### src/rtl/serdes_rx_framer.sv
// Receive-side framer for the recovered serial stream.
// Hunts bit-by-bit for the sync byte, then parses a length byte, that many
// payload bytes and a CRC-8 trailer. The CRC covers the length and payload
// bytes. Payload bytes come out with a valid strobe and a start-of-frame
// flag. Good and bad frame counters are kept for debug readout.
module serdes_rx_framer #(
    parameter logic [7:0] SYNC_BYTE = 8'h7E,
    parameter int unsigned MAX_LEN  = 64
) (
    input  logic       clk,
    input  logic       rst,
    input  logic       bit_en,
    input  logic       ser_in,
    output logic [7:0] data_out,
    output logic       data_valid,
    output logic       sof,
    output logic       locked,
    output logic       frame_done,
    output logic       crc_ok,
    output logic       len_err,
    output logic [7:0] good_cnt,
    output logic [7:0] bad_cnt
);

    localparam logic [7:0] MAX_LEN_B = 8'(MAX_LEN);

    typedef enum logic [1:0] {
        ST_HUNT    = 2'd0,
        ST_LEN     = 2'd1,
        ST_PAYLOAD = 2'd2,
        ST_CRC     = 2'd3
    } state_t;

    // One step of the MSB-first CRC-8 (poly 0x07, no reflection) for one bit.
    function automatic logic [7:0] crc8_bit(input logic [7:0] crc, input logic din);
        return {crc[6:0], 1'b0} ^ (((crc[7] ^ din) == 1'b1) ? 8'h07 : 8'h00);
    endfunction

    state_t     state_q, state_d;
    logic [7:0] sr_q, sr_d;
    logic [2:0] bit_cnt_q, bit_cnt_d;
    logic [7:0] byte_cnt_q, byte_cnt_d;
    logic [7:0] crc_q, crc_d;
    logic       first_q, first_d;
    logic [7:0] data_out_q, data_out_d;
    logic       data_valid_q, data_valid_d;
    logic       sof_q, sof_d;
    logic       locked_q, locked_d;
    logic       frame_done_q, frame_done_d;
    logic       crc_ok_q, crc_ok_d;
    logic       len_err_q, len_err_d;
    logic [7:0] good_cnt_q, good_cnt_d;
    logic [7:0] bad_cnt_q, bad_cnt_d;

    logic [7:0] shift_s;
    logic       byte_done_s;

    assign shift_s     = {sr_q[6:0], ser_in};
    assign byte_done_s = (bit_cnt_q == 3'd7);

    // Next-state and output computation; nothing moves unless bit_en is high.
    always_comb begin
        state_d      = state_q;
        sr_d         = sr_q;
        bit_cnt_d    = bit_cnt_q;
        byte_cnt_d   = byte_cnt_q;
        crc_d        = crc_q;
        first_d      = first_q;
        data_out_d   = data_out_q;
        data_valid_d = 1'b0;
        sof_d        = 1'b0;
        frame_done_d = 1'b0;
        crc_ok_d     = crc_ok_q;
        len_err_d    = 1'b0;
        good_cnt_d   = good_cnt_q;
        bad_cnt_d    = bad_cnt_q;

        if (bit_en) begin
            sr_d = shift_s;
            case (state_q)
                ST_HUNT: begin
                    // Sliding-window match: any bit position may start a frame.
                    if (shift_s == SYNC_BYTE) begin
                        state_d   = ST_LEN;
                        bit_cnt_d = 3'd0;
                        crc_d     = 8'h00;
                    end else begin
                        state_d = ST_HUNT;
                    end
                end
                ST_LEN: begin
                    crc_d     = crc8_bit(crc_q, ser_in);
                    bit_cnt_d = bit_cnt_q + 3'd1;
                    if (byte_done_s) begin
                        if ((shift_s == 8'd0) || (shift_s > MAX_LEN_B)) begin
                            len_err_d = 1'b1;
                            bad_cnt_d = bad_cnt_q + 8'd1;
                            state_d   = ST_HUNT;
                            sr_d      = 8'h00;
                        end else begin
                            byte_cnt_d = shift_s;
                            first_d    = 1'b1;
                            state_d    = ST_PAYLOAD;
                        end
                    end else begin
                        state_d = ST_LEN;
                    end
                end
                ST_PAYLOAD: begin
                    crc_d     = crc8_bit(crc_q, ser_in);
                    bit_cnt_d = bit_cnt_q + 3'd1;
                    if (byte_done_s) begin
                        data_out_d   = shift_s;
                        data_valid_d = 1'b1;
                        sof_d        = first_q;
                        first_d      = 1'b0;
                        byte_cnt_d   = byte_cnt_q - 8'd1;
                        if (byte_cnt_q == 8'd1) begin
                            state_d = ST_CRC;
                        end else begin
                            state_d = ST_PAYLOAD;
                        end
                    end else begin
                        state_d = ST_PAYLOAD;
                    end
                end
                ST_CRC: begin
                    // The trailer itself is not folded into the CRC.
                    bit_cnt_d = bit_cnt_q + 3'd1;
                    if (byte_done_s) begin
                        frame_done_d = 1'b1;
                        if (shift_s == crc_q) begin
                            crc_ok_d   = 1'b1;
                            good_cnt_d = good_cnt_q + 8'd1;
                        end else begin
                            crc_ok_d  = 1'b0;
                            bad_cnt_d = bad_cnt_q + 8'd1;
                        end
                        // Clear the window so the next sync is built from fresh bits.
                        state_d = ST_HUNT;
                        sr_d    = 8'h00;
                    end else begin
                        state_d = ST_CRC;
                    end
                end
                default: begin
                    state_d = ST_HUNT;
                    sr_d    = 8'h00;
                end
            endcase
        end else begin
            state_d = state_q;
        end

        // Registered from the next state so locked drops with frame_done/len_err.
        locked_d = (state_d != ST_HUNT);
    end

    // State and output registers with synchronous reset.
    always_ff @(posedge clk) begin
        if (rst) begin
            state_q      <= ST_HUNT;
            sr_q         <= 8'h00;
            bit_cnt_q    <= 3'd0;
            byte_cnt_q   <= 8'd0;
            crc_q        <= 8'h00;
            first_q      <= 1'b0;
            data_out_q   <= 8'h00;
            data_valid_q <= 1'b0;
            sof_q        <= 1'b0;
            locked_q     <= 1'b0;
            frame_done_q <= 1'b0;
            crc_ok_q     <= 1'b0;
            len_err_q    <= 1'b0;
            good_cnt_q   <= 8'd0;
            bad_cnt_q    <= 8'd0;
        end else begin
            state_q      <= state_d;
            sr_q         <= sr_d;
            bit_cnt_q    <= bit_cnt_d;
            byte_cnt_q   <= byte_cnt_d;
            crc_q        <= crc_d;
            first_q      <= first_d;
            data_out_q   <= data_out_d;
            data_valid_q <= data_valid_d;
            sof_q        <= sof_d;
            locked_q     <= locked_d;
            frame_done_q <= frame_done_d;
            crc_ok_q     <= crc_ok_d;
            len_err_q    <= len_err_d;
            good_cnt_q   <= good_cnt_d;
            bad_cnt_q    <= bad_cnt_d;
        end
    end

    assign data_out   = data_out_q;
    assign data_valid = data_valid_q;
    assign sof        = sof_q;
    assign locked     = locked_q;
    assign frame_done = frame_done_q;
    assign crc_ok     = crc_ok_q;
    assign len_err    = len_err_q;
    assign good_cnt   = good_cnt_q;
    assign bad_cnt    = bad_cnt_q;

endmodule

### config.mk
export PLATFORM = sky130hd
export DESIGN_NAME = serdes_rx_framer
export DESIGN_NICKNAME = d
export VERILOG_FILES = /design/src/rtl/serdes_rx_framer.sv
export SDC_FILE = /design/constraint.sdc
export NUM_CORES = 1
export LEC_CHECK = 0
export CELL_PAD_IN_SITES_DETAIL_PLACEMENT = 0
export CELL_PAD_IN_SITES_GLOBAL_PLACEMENT = 1
export CORE_AREA = 2 2 92 94
export DETAILED_ROUTE_END_ITERATION = 12
export DIE_AREA = 0 0 94 96
export PLACE_DENSITY = 0.82
export SLEW_MARGIN = 30
export SYNTH_ARGS = -nofsm -noshare
export SYNTH_HDL_FRONTEND = slang
export SYNTH_SLANG_ARGS = --single-unit
### constraint.sdc
create_clock -name clk -period 2.2 [get_ports clk]
set_clock_uncertainty 0.1 [all_clocks]
set_input_delay 0.22 -clock clk [delete_from_list [all_inputs] [get_ports clk]]
set_output_delay 0.22 -clock clk [all_outputs]
set_load 0.02 [all_outputs]
# == After elaboration in Yosys (flattened, before gate mapping) ==
# Index checks and enable logic that the tools add are counted.
# Widths: inputs -> output; s select.
# classes
addsub,4
n_mul,0
div,0
magnitude_cmp,1
eq_ne,14
shifts,0
muxes,33
n_bitwise,7
reduce_logical,20
# op_table
op,n
$mux 8,8
$pmux 8 s2,3
$mux 7,3
$add 8x1->8 const B,2
$ne 2x2->1 const B,7
$pmux 7 s2,1
$mux 2,5
$reduce_and 3->1,3
$reduce_or 3->1,3
$eq 8x1->1 const B,1
$eq 8x7->1 const B,1
$eq 8x8->1,1
$gt 8x7->1 const B,1
$logic_not 8->1,1
$mux 1,8
$pmux 2 s4,1
$reduce_bool 2->1,4
$reduce_or 4->1,2
$sub 8x1->8 const B,1
$xor 8x3->8,1
$mux 3,2
$pmux 3 s2,1
$reduce_and 6->1,1
$not 1->1,5
12 further kinds,13
# word_totals
ff_bits,59
latch_bits,0
ram_bits,0
mem_bits_ro,0
input_bits,4
out_inout_bits,30
wordCells,94
memories,0

# == Logic depth before layout (Yosys ltp) ==
# Gate-level depths: netlist of run 1.
# logic_depth
ltp_word,7
ltp_mapped,8
ltp_nobuf,7

# == Worst setup path before layout of run 1 ==
# Ideal clock, no wire load.
# synth_path
kind,register to register
start,register sr_q[1]
end,register bad_cnt_q[6] (netlist: bad_cnt[6])
setup_time_ns,0.123
t_arrival_ns,1.971
t_required_ns,1.977
path_slack_ns,0.005
stages_incl_launch_ff,8
n_path_buf,2
period_less_slack_ns,2.195
cell_sequence,dfxtp_1 -> buf_6 -> or4_4 -> o211ai_2 -> nand3_2 -> buf_6 -> nor4_4 -> mux2_1
# synth_via
elab_chain_cells,4
word_cells_on_any_way,7
classes_between,order compare: 1; eq/ne: 3; reduce/logical: 3
# synth_lines
element,line,rtl
"start, declared",40,"logic [7:0] sr_q, sr_d;"
"start signal, assigned",179,sr_q <= sr_d;
$gt 8x7->1 / $logic_not 8->1 (equally long branches),95,if ((shift_s == 8'd0) || (shift_s > MAX_LEN_B)) begin
$logic_or 1x1->1,95,
$ne 2x2->1 (no line),--,
$reduce_and 6->1 (no line) *,--,
"end signal, assigned",192,bad_cnt_q <= bad_cnt_d;
"end, declared",53,"logic [7:0] bad_cnt_q, bad_cnt_d;"
# Every way passes the cells marked *; elsewhere a longest branch is shown, timed or not.
# A chain may end at the register's enable or synchronous reset.

# == Worst setup path in the final report of run 1 ==
# layout_path
start,register sr_q[2]
end,register bad_cnt_q[4] (netlist: bad_cnt[4])
# The elaborated chain is that of the path after synthesis.

==> summary.log, run 1 <==
qor: routing.detail_route.first_pass.iterations 4
qor: floorplanning.core-area 0.00805 mm²
qor: routing.detail_route.drc_violations 0
qor: sta.timing.final.crit_period 2.19 ns
qor: sta.report.final.slew_viol_count 0
qor: routing.wl 7.22 mm
qor: floorplanning.dieHeight 96 µm
qor: placement.place_ws -0.310 ns
qor: sta.maxSlewHeadroom 0.675
qor: logic_synthesis.post_synth_fa_ha_maj_area_fraction 0.0466
qor: worst_setup_path.timing.critical_path.max_delay_family simple AND/OR/NAND/NOR gates
qor: cts.hold_buffers 0
qor: worst_setup_path.crit_path_frequent_cell sky130_fd_sc_hd__or4_4
qor: cts.cts_made_buffers 9
qor: final_layout.syn2layout_area_growth 37.1%
qor: logic_synthesis.dominantRegCellSynth sky130_fd_sc_hd__dfxtp_1
qor: sta.rsz_0062_raised_after_global_routing true
qor: worst_setup_path.crit_path_cell_trace or4_4 > o211ai_2 > nand3_2 > buf_12 > or4_4 > a21oi_2
qor: floorplanning.fp.dieArea 0.00902 mm²
qor: worst_setup_path.crit_buf_inv 1
qor: power_and_ir_drop.finalPower 2.34 mW
qor: power_and_ir_drop.leakage 1.52 nW
qor: floorplanning.boundary_pin_count 34
qor: global_route.first_pass_grt_wire_length 11.7 mm
qor: logic_synthesis.syn-mean-instance-area 8.45 µm²
qor: cts.clock_sinks 59
qor: cts.clk_latency 0.34 ns
qor: logic_synthesis.mappedNetlistNets 365
qor: global_route.overflow 0
qor: logic_synthesis.ys.warnings.count 0
qor: placement.port-buffer-count 33
qor: power_and_ir_drop.intPower 1.82 mW
qor: sta.clock.fmax 0.457 GHz
qor: placement.dpl-instance-area 0.00364 mm²
qor: global_route.grt_pass1_vias 2510
qor: worst_setup_path.setup.worst_path.end_class register
qor: power_and_ir_drop.ir_drop 0.342 mV
qor: floorplanning.row_count 33
qor: power_and_ir_drop.p_seq_frac 0.460
qor: cts.path_clk_slew 0.07 ns
qor: logic_synthesis.post_synthesis_sequential_area_ratio 0.399
qor: sta.timing.final.ws_setup 0.00951 ns
qor: floorplanning.floorplan.die.width 94 µm
qor: cts.tritoncts built
qor: cts.max-clock-path-buffers 2
qor: worst_setup_path.worst-path-max-fanout 7
qor: logic_synthesis.synth_mux_area_frac 0.0220
qor: final_layout.final_nets 435
qor: sta.tightestPinTransition 0.486 ns
qor: run.cap_violations 0
qor: final_layout.antenna-diode-count 0
qor: logic_synthesis.netlist_instances 350
qor: cts.htree_levels 3
qor: worst_setup_path.crit_path_arrival_time 2.36 ns
qor: logic_synthesis.yosys.cell_types.count 52
qor: logic_synthesis.postSynthRegisterBits 59
qor: sta.totalNegativeSetupSlack 0 ns
qor: power_and_ir_drop.switchingPower 514 µW
qor: final_layout.fillers 764
qor: power_and_ir_drop.power_per_cell_area 577 mW/mm²
qor: sta.finalSetupViolCount 0
qor: final_layout.mostFrequentLayoutCells sky130_fd_sc_hd__dfxtp_1, sky130_fd_sc_hd__buf_4, sky130_fd_sc_hd__nand2_1
qor: final_layout.layout_commonest_cell sky130_fd_sc_hd__dfxtp_1
qor: logic_synthesis.synth_top_family_by_area simple AND/OR/NAND/NOR gates
qor: global_route.groute.usage.overall 0.166
qor: sta.period_share 0.996
qor: logic_synthesis.synth.cell_area 0.00296 mm²
qor: routing.wl_cell 13.6 µm
qor: global_route.grt_max_degree 34
qor: logic_synthesis.number_of_enable_flip_flop_cells_after_synthesis 0
qor: logic_synthesis.compound_cell_area_share_of_the_yosys_netlist 0.209
qor: run_status.outcome finished, final reports clean
qor: routing.viasPerCell 5.15
qor: sta.hold_violations 0
qor: power_and_ir_drop.power_share_of_the_clock_group 0.485
qor: hold_path.worstHoldPathType in -> reg
qor: logic_synthesis.synth_xor_area_frac 0.0355
qor: worst_setup_path.critical_path.max_stage_delay 0.54 ns
qor: placement.dp_hpwl 5.08 mm
qor: placement.final_wtd_congestion 0.841
qor: power_and_ir_drop.fraction_of_power_spent_switching_nets 0.220
qor: routing.drt-initial-drc-count 99
qor: floorplanning.start_util 0.367
qor: worst_setup_path.worst_path_max_delay_cell sky130_fd_sc_hd__or4_4
qor: routing.drt.antenna.violating_nets 0
qor: worst_setup_path.critical_path.startpoint_type register
qor: logic_synthesis.ys_async_sr_fraction 0
qor: final_layout.final_util 0.503
qor: logic_synthesis.synthSimpleGateAreaFrac 0.225
qor: worst_setup_path.crit_required 2.37 ns
qor: final_layout.share_of_post_route_cells_with_drive_strength_above_1 0.249
qor: power_and_ir_drop.power.combinational.fraction 0.055
qor: cts.clockRootBuffer sky130_fd_sc_hd__clkbuf_8
qor: final_layout.final_design_area_no_fill 0.00405 mm²
qor: routing.via_count 2728
qor: worst_setup_path.critPathKind reg -> reg
qor: global_route.initial_antenna_violation_count 0
[cells in the mapped netlist, drive strengths merged (2+ instances only)]
cell,instances,area share
dfxtp,59,0.40
nand2,41,0.052
a21oi,32,0.054
nor2,27,0.034
inv,18,0.023
buf,13,0.027
ha,11,0.047
nand3,11,0.020
o31ai,11,0.028
clkbuf,10,0.013
o21ai,10,0.017
nor4,9,0.029
xor2,9,0.027
a22oi,8,0.020
or4,8,0.022
nor2b,7,0.015
a22o,6,0.018
a211oi,4,0.010
mux2,4,0.015
nand2b,4,0.0085
nand4,4,0.0085
nor3,4,0.0068
o22ai,4,0.0085
o21a,3,0.0076
o21bai,3,0.0076
or3,3,0.0063
xnor2,3,0.0089
a31oi,2,0.0042
and2,2,0.0042
mux2i,2,0.0068
o211ai,2,0.0068
o31a,2,0.0059
or2,2,0.0042
or3b,2,0.0059
[power groups by stage]
stage | sequential, mW | combinational, mW | clock (mW)
floorplan | 1.10 | 0.0691 | 0
global placement | 1.10 | 0.117 | 0
detailed placement | 1.10 | 0.117 | 0
CTS | 1.08 | 0.118 | 1.16
global route | 1.08 | 0.140 | 1.20
finish | 1.08 | 0.129 | 1.13
[area by class of cell]
type | count | area (µm²) | share of cell area
Clock buffer | 12 | 155 | 0.0383
Sequential cell | 59 | 1190 | 0.294
Tap cell | 105 | 131 | 0.0324
Multi-Input combinational cell | 250 | 1700 | 0.420
Inverter | 18 | 67.6 | 0.0167
Timing Repair Buffer | 82 | 736 | 0.181
Clock inverter | 4 | 72.6 | 0.0179
[timing repair]
item / in CTS / in global routing
setup buffers: 0 / 5
gates cloned: 0 / 1
endpoints found under the setup margin: 2 / 23
pin swaps: 0 / 14
gates resized for setup: 1 / 30
[sequential cells by signal, indices dropped and copies added (netlist names)]
name	flops
good_cnt	8
crc_ok	1
first_q	1
data_out	8
len_err	1
crc_q	8
frame_done	1
state_q	2
sof	1
sr_q	7
bad_cnt	8
locked	1
data_valid	1
byte_cnt_q	8
bit_cnt_q	3
[metal layers]
layer  track usage  wire length (µm)  share of wire
met1         0.205              3350           0.46
met2         0.269              3420           0.47
met3        0.0462               320          0.044
met4        0.0785               132          0.018
met5             0                 0              0
[stage by stage]
step / hold WS (ns) / std cells
after global routing: 0.153 / 530
final: 0.153 / 530
after detailed placement: 0.349 / 508
after floorplan: 0.285 / 350
after global placement: 0.342 / 508
after CTS: 0.142 / 524
[worst paths after layout]
| check | from | endpoint | slack, ns | depth (start not counted) |
|---|---|---|---|---|
| worst min-delay path | rst | bad_cnt[7] | 0.15 | 2 |
| worst max-delay path | sr_q[2] | bad_cnt[4] | 0.01 | 6 |
| worst max register to register | sr_q[2] | bad_cnt[4] | 0.01 | 6 |
| worst min register to register | data_out[0] | data_out[0] | 0.36 | 2 |
[cell families (layout without fill, tap and decap cells)]
| group | count (synthesis) | in the layout |
|---|---|---|
| flops | 59 | 59 |
| mux | 6 | 6 |
| compound gates | 94 | 94 |
| buf+inv | 41 | 116 |
| xor+xnor | 12 | 12 |
| simple gates | 127 | 127 |
| fa+ha+maj | 11 | 11 |
No activity file was read; power rests on OpenSTA's default activity.
==> run 2, diff against run 1 <==
==> constraint.sdc (replaced) <==
create_clock -name clk -period 2.2 [get_ports clk]
set_clock_uncertainty 0.1 [all_clocks]
set_input_delay 0.22 -clock clk [delete_from_list [all_inputs] [get_ports clk]]
set_output_delay 0.22 -clock clk [all_outputs]
set_load 0.1 [all_outputs]
==> summary.log, run 2 (synthesis results as in run 1) <==
qor: floorplanning.dieHeight 96 µm
qor: sta.timing.final.ws_setup 0.0731 ns
qor: final_layout.mostFrequentLayoutCells sky130_fd_sc_hd__buf_4, sky130_fd_sc_hd__dfxtp_1, sky130_fd_sc_hd__nand2_1
qor: placement.final_wtd_congestion 0.796
qor: floorplanning.fp.dieArea 0.00902 mm²
qor: routing.drt-initial-drc-count 105
qor: routing.drt.antenna.violating_nets 0
qor: routing.detail_route.first_pass.iterations 4
qor: sta.report.final.slew_viol_count 0
qor: worst_setup_path.setup.worst_path.end_class register
qor: floorplanning.core-area 0.00805 mm²
qor: final_layout.share_of_post_route_cells_with_drive_strength_above_1 0.271
qor: run_status.outcome finished, final reports clean
qor: final_layout.final_nets 427
qor: sta.rsz_0062_raised_after_global_routing true
qor: final_layout.final_util 0.478
qor: final_layout.fillers 796
qor: cts.clockRootBuffer sky130_fd_sc_hd__clkbuf_8
qor: sta.period_share 0.967
qor: cts.clk_latency 0.34 ns
qor: cts.path_clk_slew 0.07 ns
qor: sta.timing.final.crit_period 2.13 ns
qor: worst_setup_path.crit_path_arrival_time 2.30 ns
qor: routing.wl 7.34 mm
qor: worst_setup_path.crit_path_cell_trace or4_4 > o211ai_2 > nand3_2 > buf_12 > or4_4 > a21oi_2
qor: global_route.first_pass_grt_wire_length 12.3 mm
qor: power_and_ir_drop.power_per_cell_area 598 mW/mm²
qor: routing.viasPerCell 5.19
qor: worst_setup_path.crit_buf_inv 1
qor: placement.post-place-cells 505
qor: placement.dp_hpwl 5.13 mm
qor: final_layout.post_layout_nonfiller_instances 522
qor: worst_setup_path.timing.critical_path.max_delay_family simple AND/OR/NAND/NOR gates
qor: cts.htree_levels 3
qor: global_route.initial_antenna_violation_count 0
qor: global_route.groute.usage.overall 0.172
qor: worst_setup_path.crit_path_frequent_cell sky130_fd_sc_hd__or4_4
qor: worst_setup_path.timing.rr.start sr_q[1]
qor: cts.max-clock-path-buffers 2
qor: sta.hold_violations 0
qor: hold_path.worstHoldPathType in -> reg
qor: worst_setup_path.critPathKind reg -> reg
qor: floorplanning.boundary_pin_count 34
qor: final_layout.layout_commonest_cell sky130_fd_sc_hd__buf_4
qor: routing.wl_cell 14.1 µm
qor: placement.place_ws -0.301 ns
qor: worst_setup_path.crit_path_start sr_q[1]
qor: cts.tritoncts built
qor: final_layout.syn2layout_area_growth 30.3%
qor: sta.fin_worst_hold_slack 0.173 ns
qor: cts.clock_sinks 59
qor: floorplanning.start_util 0.367
qor: global_route.grt_max_degree 44
qor: floorplanning.row_count 33
qor: worst_setup_path.critical_path.startpoint_type register
qor: hold_path.min_delay_src rst
qor: sta.tightestPinTransition 0.551 ns
qor: run.cap_violations 0
qor: routing.via_count 2709
qor: power_and_ir_drop.ir_drop 0.498 mV
qor: cts.cts_made_buffers 9
qor: global_route.grt_pass1_vias 2592
qor: global_route.overflow 0
qor: worst_setup_path.critical_path.max_stage_delay 0.54 ns
qor: sta.maxSlewHeadroom 0.631
qor: power_and_ir_drop.leakage 1.54 nW
qor: floorplanning.floorplan.die.width 94 µm
qor: worst_setup_path.crit_required 2.38 ns
qor: worst_setup_path.worst-path-max-fanout 14
qor: cts.hold_buffers 0
qor: sta.clock.fmax 0.470 GHz
qor: sta.finalSetupViolCount 0
qor: sta.totalNegativeSetupSlack 0 ns
qor: placement.port-buffer-count 33
qor: final_layout.antenna-diode-count 0
qor: routing.detail_route.drc_violations 0
qor: worst_setup_path.worst_path_max_delay_cell sky130_fd_sc_hd__or4_4
[run 2: layout make-up]
cell class / instances / area (µm²) / share of cell area
sequential: 59 / 1190 / 0.308
inverter: 18 / 67.6 / 0.0175
tap: 105 / 131 / 0.0341
clock inverter: 4 / 73.8 / 0.0192
timing repair buffer: 74 / 596 / 0.155
multi-input combinational: 250 / 1650 / 0.429
clock buffer: 12 / 145 / 0.0377
[run 2: power breakdown]
group	total, mW	leakage (nW)	switching, mW	internal [mW]
Clock	1.10	0.111	0.430	0.670
Combinational	0.127	0.949	0.0775	0.0500
Sequential	1.08	0.478	0.00419	1.07
[run 2: timing repair]
item	4_1_cts	5_1_grt
gates resized for setup	1	10
setup endpoints to repair	1	20
pin swaps	0	4
buffers inserted	0	1
[run 2: worst paths after layout]
kind / end / cells past startpoint / slack [ns]
min: first_q / 2 / 0.17
min reg2reg: data_out[5] / 2 / 0.36
max reg2reg: bad_cnt[7] / 6 / 0.07
max: bad_cnt[7] / 6 / 0.07
[run 2: routing by layer]
| metal | track usage | part of all wire | vias to the layer above |
|---|---|---|---|
| met5 | 0 | 0 | - |
| met4 | 0.0519 | 0.013 | 0 |
| met3 | 0.0564 | 0.037 | 10 |
| met2 | 0.274 | 0.47 | 36 |
| met1 | 0.224 | 0.48 | 1289 |
| li1 | - | - | 1374 |
[run 2: per-stage QoR]
stage	power, mW	instance area (µm²)
4_1_cts	2.33	3790
3_5_place_dp	1.22	3560
6_report	2.30	3850
5_1_grt	2.39	3850
2_1_floorplan	1.17	2960
3_3_place_gp	1.22	3560
==> run 3, diff against run 2 <==
--- a/config.mk
+++ b/config.mk
@@ -10,6 +10,7 @@
 export CORE_AREA = 2 2 92 94
 export DETAILED_ROUTE_END_ITERATION = 12
 export DIE_AREA = 0 0 94 96
+export HOLD_SLACK_MARGIN = 0.1
 export PLACE_DENSITY = 0.82
 export SLEW_MARGIN = 30
 export SYNTH_ARGS = -nofsm -noshare
==> results of run 3 <==
Final layout, timing and power as in run 2 (identical DEF).
==> RTL change: new RTL, config.mk and constraints of run 1 <==
The 4 states of `state_t` get a one-hot encoding in 4 bits.
--- a/src/rtl/serdes_rx_framer.sv
+++ b/src/rtl/serdes_rx_framer.sv
@@ -25,9 +25,9 @@
     localparam logic [7:0] MAX_LEN_B = 8'(MAX_LEN);
 
-    typedef enum logic [1:0] {
-        ST_HUNT    = 2'd0,
-        ST_LEN     = 2'd1,
-        ST_PAYLOAD = 2'd2,
-        ST_CRC     = 2'd3
+    typedef enum logic [3:0] {
+        ST_HUNT    = 4'b0001,
+        ST_LEN     = 4'b0010,
+        ST_PAYLOAD = 4'b0100,
+        ST_CRC     = 4'b1000
     } state_t;
 
Formal check against the unedited RTL: same outputs for any inputs over 10 cycles, from zero or initial values and one cycle with rst high; not proved beyond that.
==> RTL change against run 1 <==
- largest power group unchanged
- power grew 2.0%
- largest cell class unchanged
- synthesized cell count grew 7.1%
- sequential share of layout area shrank 1.4 points
- fmax shrank 3.8%
- wire length grew 16%
- worst setup slack lost 0.085 ns
- sequential cell count grew 2
- synthesized area grew 3.3%
- final area grew 8.9%
- the flow now finishes with violations (setup timing)
==> RTL change: results (changes against run 1) <==
| Metric | Value |
|---|---|
| Post-synth cell types | `56 (+7.7%)` |
| Filler cells | `755 (-1.2%)` |
| Final setup fails | `2 (+2)` |
| GP Congestion | `0.850 (+0.96%)` |
| Slew headroom | `57.1% (-10 points)` |
| R2R cell count | `5 (-1)` |
| Total track usage | `19.6% (+3.0 points)` |
| Routed vias | `3025 (+11%)` |
| Final HPWL DP | `5.73 mm (+13%)` |
| Sequential area share after synthesis | `40.0% (about the same)` |
| CP Max Fanout | `2 (-5)` |
| Post-Synth XOR/XNOR Area | `4.30% (+0.74 points)` |
| Post-synth top cells | `dfxtp_1, nand2_1, a21oi_1` |
| Lkg Pwr | `0.00162 uW (+6.5%)` |
| Net total in the final layout | `466 (+7.1%)` |
| Largest cells by area after synthesis | `dfxtp_1, a21oi_1, nand2_1, nor2_1, xor2_1` |
| Adder-Cell Fraction of Synth Area | `2.46% (-2.2 points)` |
| First-pass GRT wire length | `14.0 mm (+20%)` |
| Mux cell area share after synthesis | `1.35% (-0.85 points)` |
| Failing checks | `setup timing` |
| Status | `finished, violations left` |
| Compound-gate portion of the synthesized area | `20.8% (-0.10 points)` |
| R2R Path End | `locked` |
| IR drop worst, VDD | `0.304 mV (-11%)` |
| Setup slack after layout | `-0.0759 ns (-0.0854 ns)` |
| Routed wire length | `8.37 mm (+16%)` |
| Critical Path AT | `2.38 ns (+0.02 ns)` |
| Setup TNS | `-0.0844 ns (-0.0844 ns)` |
| Dpl ws | `-0.417 ns (-0.107 ns)` |
| Iteration-0 DRC Markers | `136 (+37%)` |
[RTL change: metrics by stage]
step           std cells  util [%]  cell area (um2)  hold WS (ns)
2_1_floorplan        375         -             3070         0.196
3_3_place_gp         539      47.3             3810         0.342
3_5_place_dp         539      47.3             3810         0.348
4_1_cts              561      52.1             4190       0.00336
5_1_grt              566      54.8             4410        0.0262
6_report             566      54.8             4410        0.0316
[RTL change: report_power, final]
part           switching [uW]  internal (uW)  total (uW)
registers                3.23           1110        1110
clock network             467            702        1170
logic                    61.9           46.7         109
total                     533           1850        2390
[RTL change: layer usage]
layer / vias up / share of wire, % / global-route usage, %
met4: 0 / 0.37 / 5.92
met1: 1461 / 48 / 25.9
met3: 4 / 2.4 / 4.23
li1: 1520 / - / -
met5: - / 0 / 0
met2: 40 / 49 / 32.1
[RTL change: cell families (layout without fill, tap and decap cells)]
logic type               after synthesis  in the layout
multiplexers                           4              4
AND/OR/NAND/NOR                      146            146
adder cells (fa/ha/maj)                6              6
flip-flops                            61             61
buffers and inverters                 41            127
XOR/XNOR                              15             15
AO/OA/AOI/OAI                        102            102
[RTL change: how the worst max path moves through the flow]
stage | slack [ns] | from | end
2_1_floorplan | -0.10 | sr_q[3] | locked
3_3_place_gp | -0.39 | ser_in | crc_q[6]
3_5_place_dp | -0.42 | ser_in | good_cnt[7]
4_1_cts | -0.10 | sr_q[3] | locked
5_1_grt | -0.11 | sr_q[3] | locked
6_report | -0.08 | sr_q[3] | locked
[RTL change: layout make-up]
type	count	share of cell area, %
clock buffer	11	3.43
timing repair buffer	101	20.4
inverter	10	0.851
multi-input combinational	273	42.6
clock inverter	5	1.84
sequential	61	28.0
tap	105	2.98
[RTL change: worst reg2reg max path, delay by kind of cell (launching register included)]
family             cells  cell delay, ns
and+or+nand+nor        3            1.28
AOI/OAI and AO/OA      2            0.43
DFF                    1            0.32
[RTL change: repair_timing]
action	4_1_cts	5_1_grt
pin swaps	15	13
resized for setup	22	45
cloned	1	0
buffers inserted	5	5
endpoints found under the setup margin	28	39
endpoints found under the hold margin	0	0
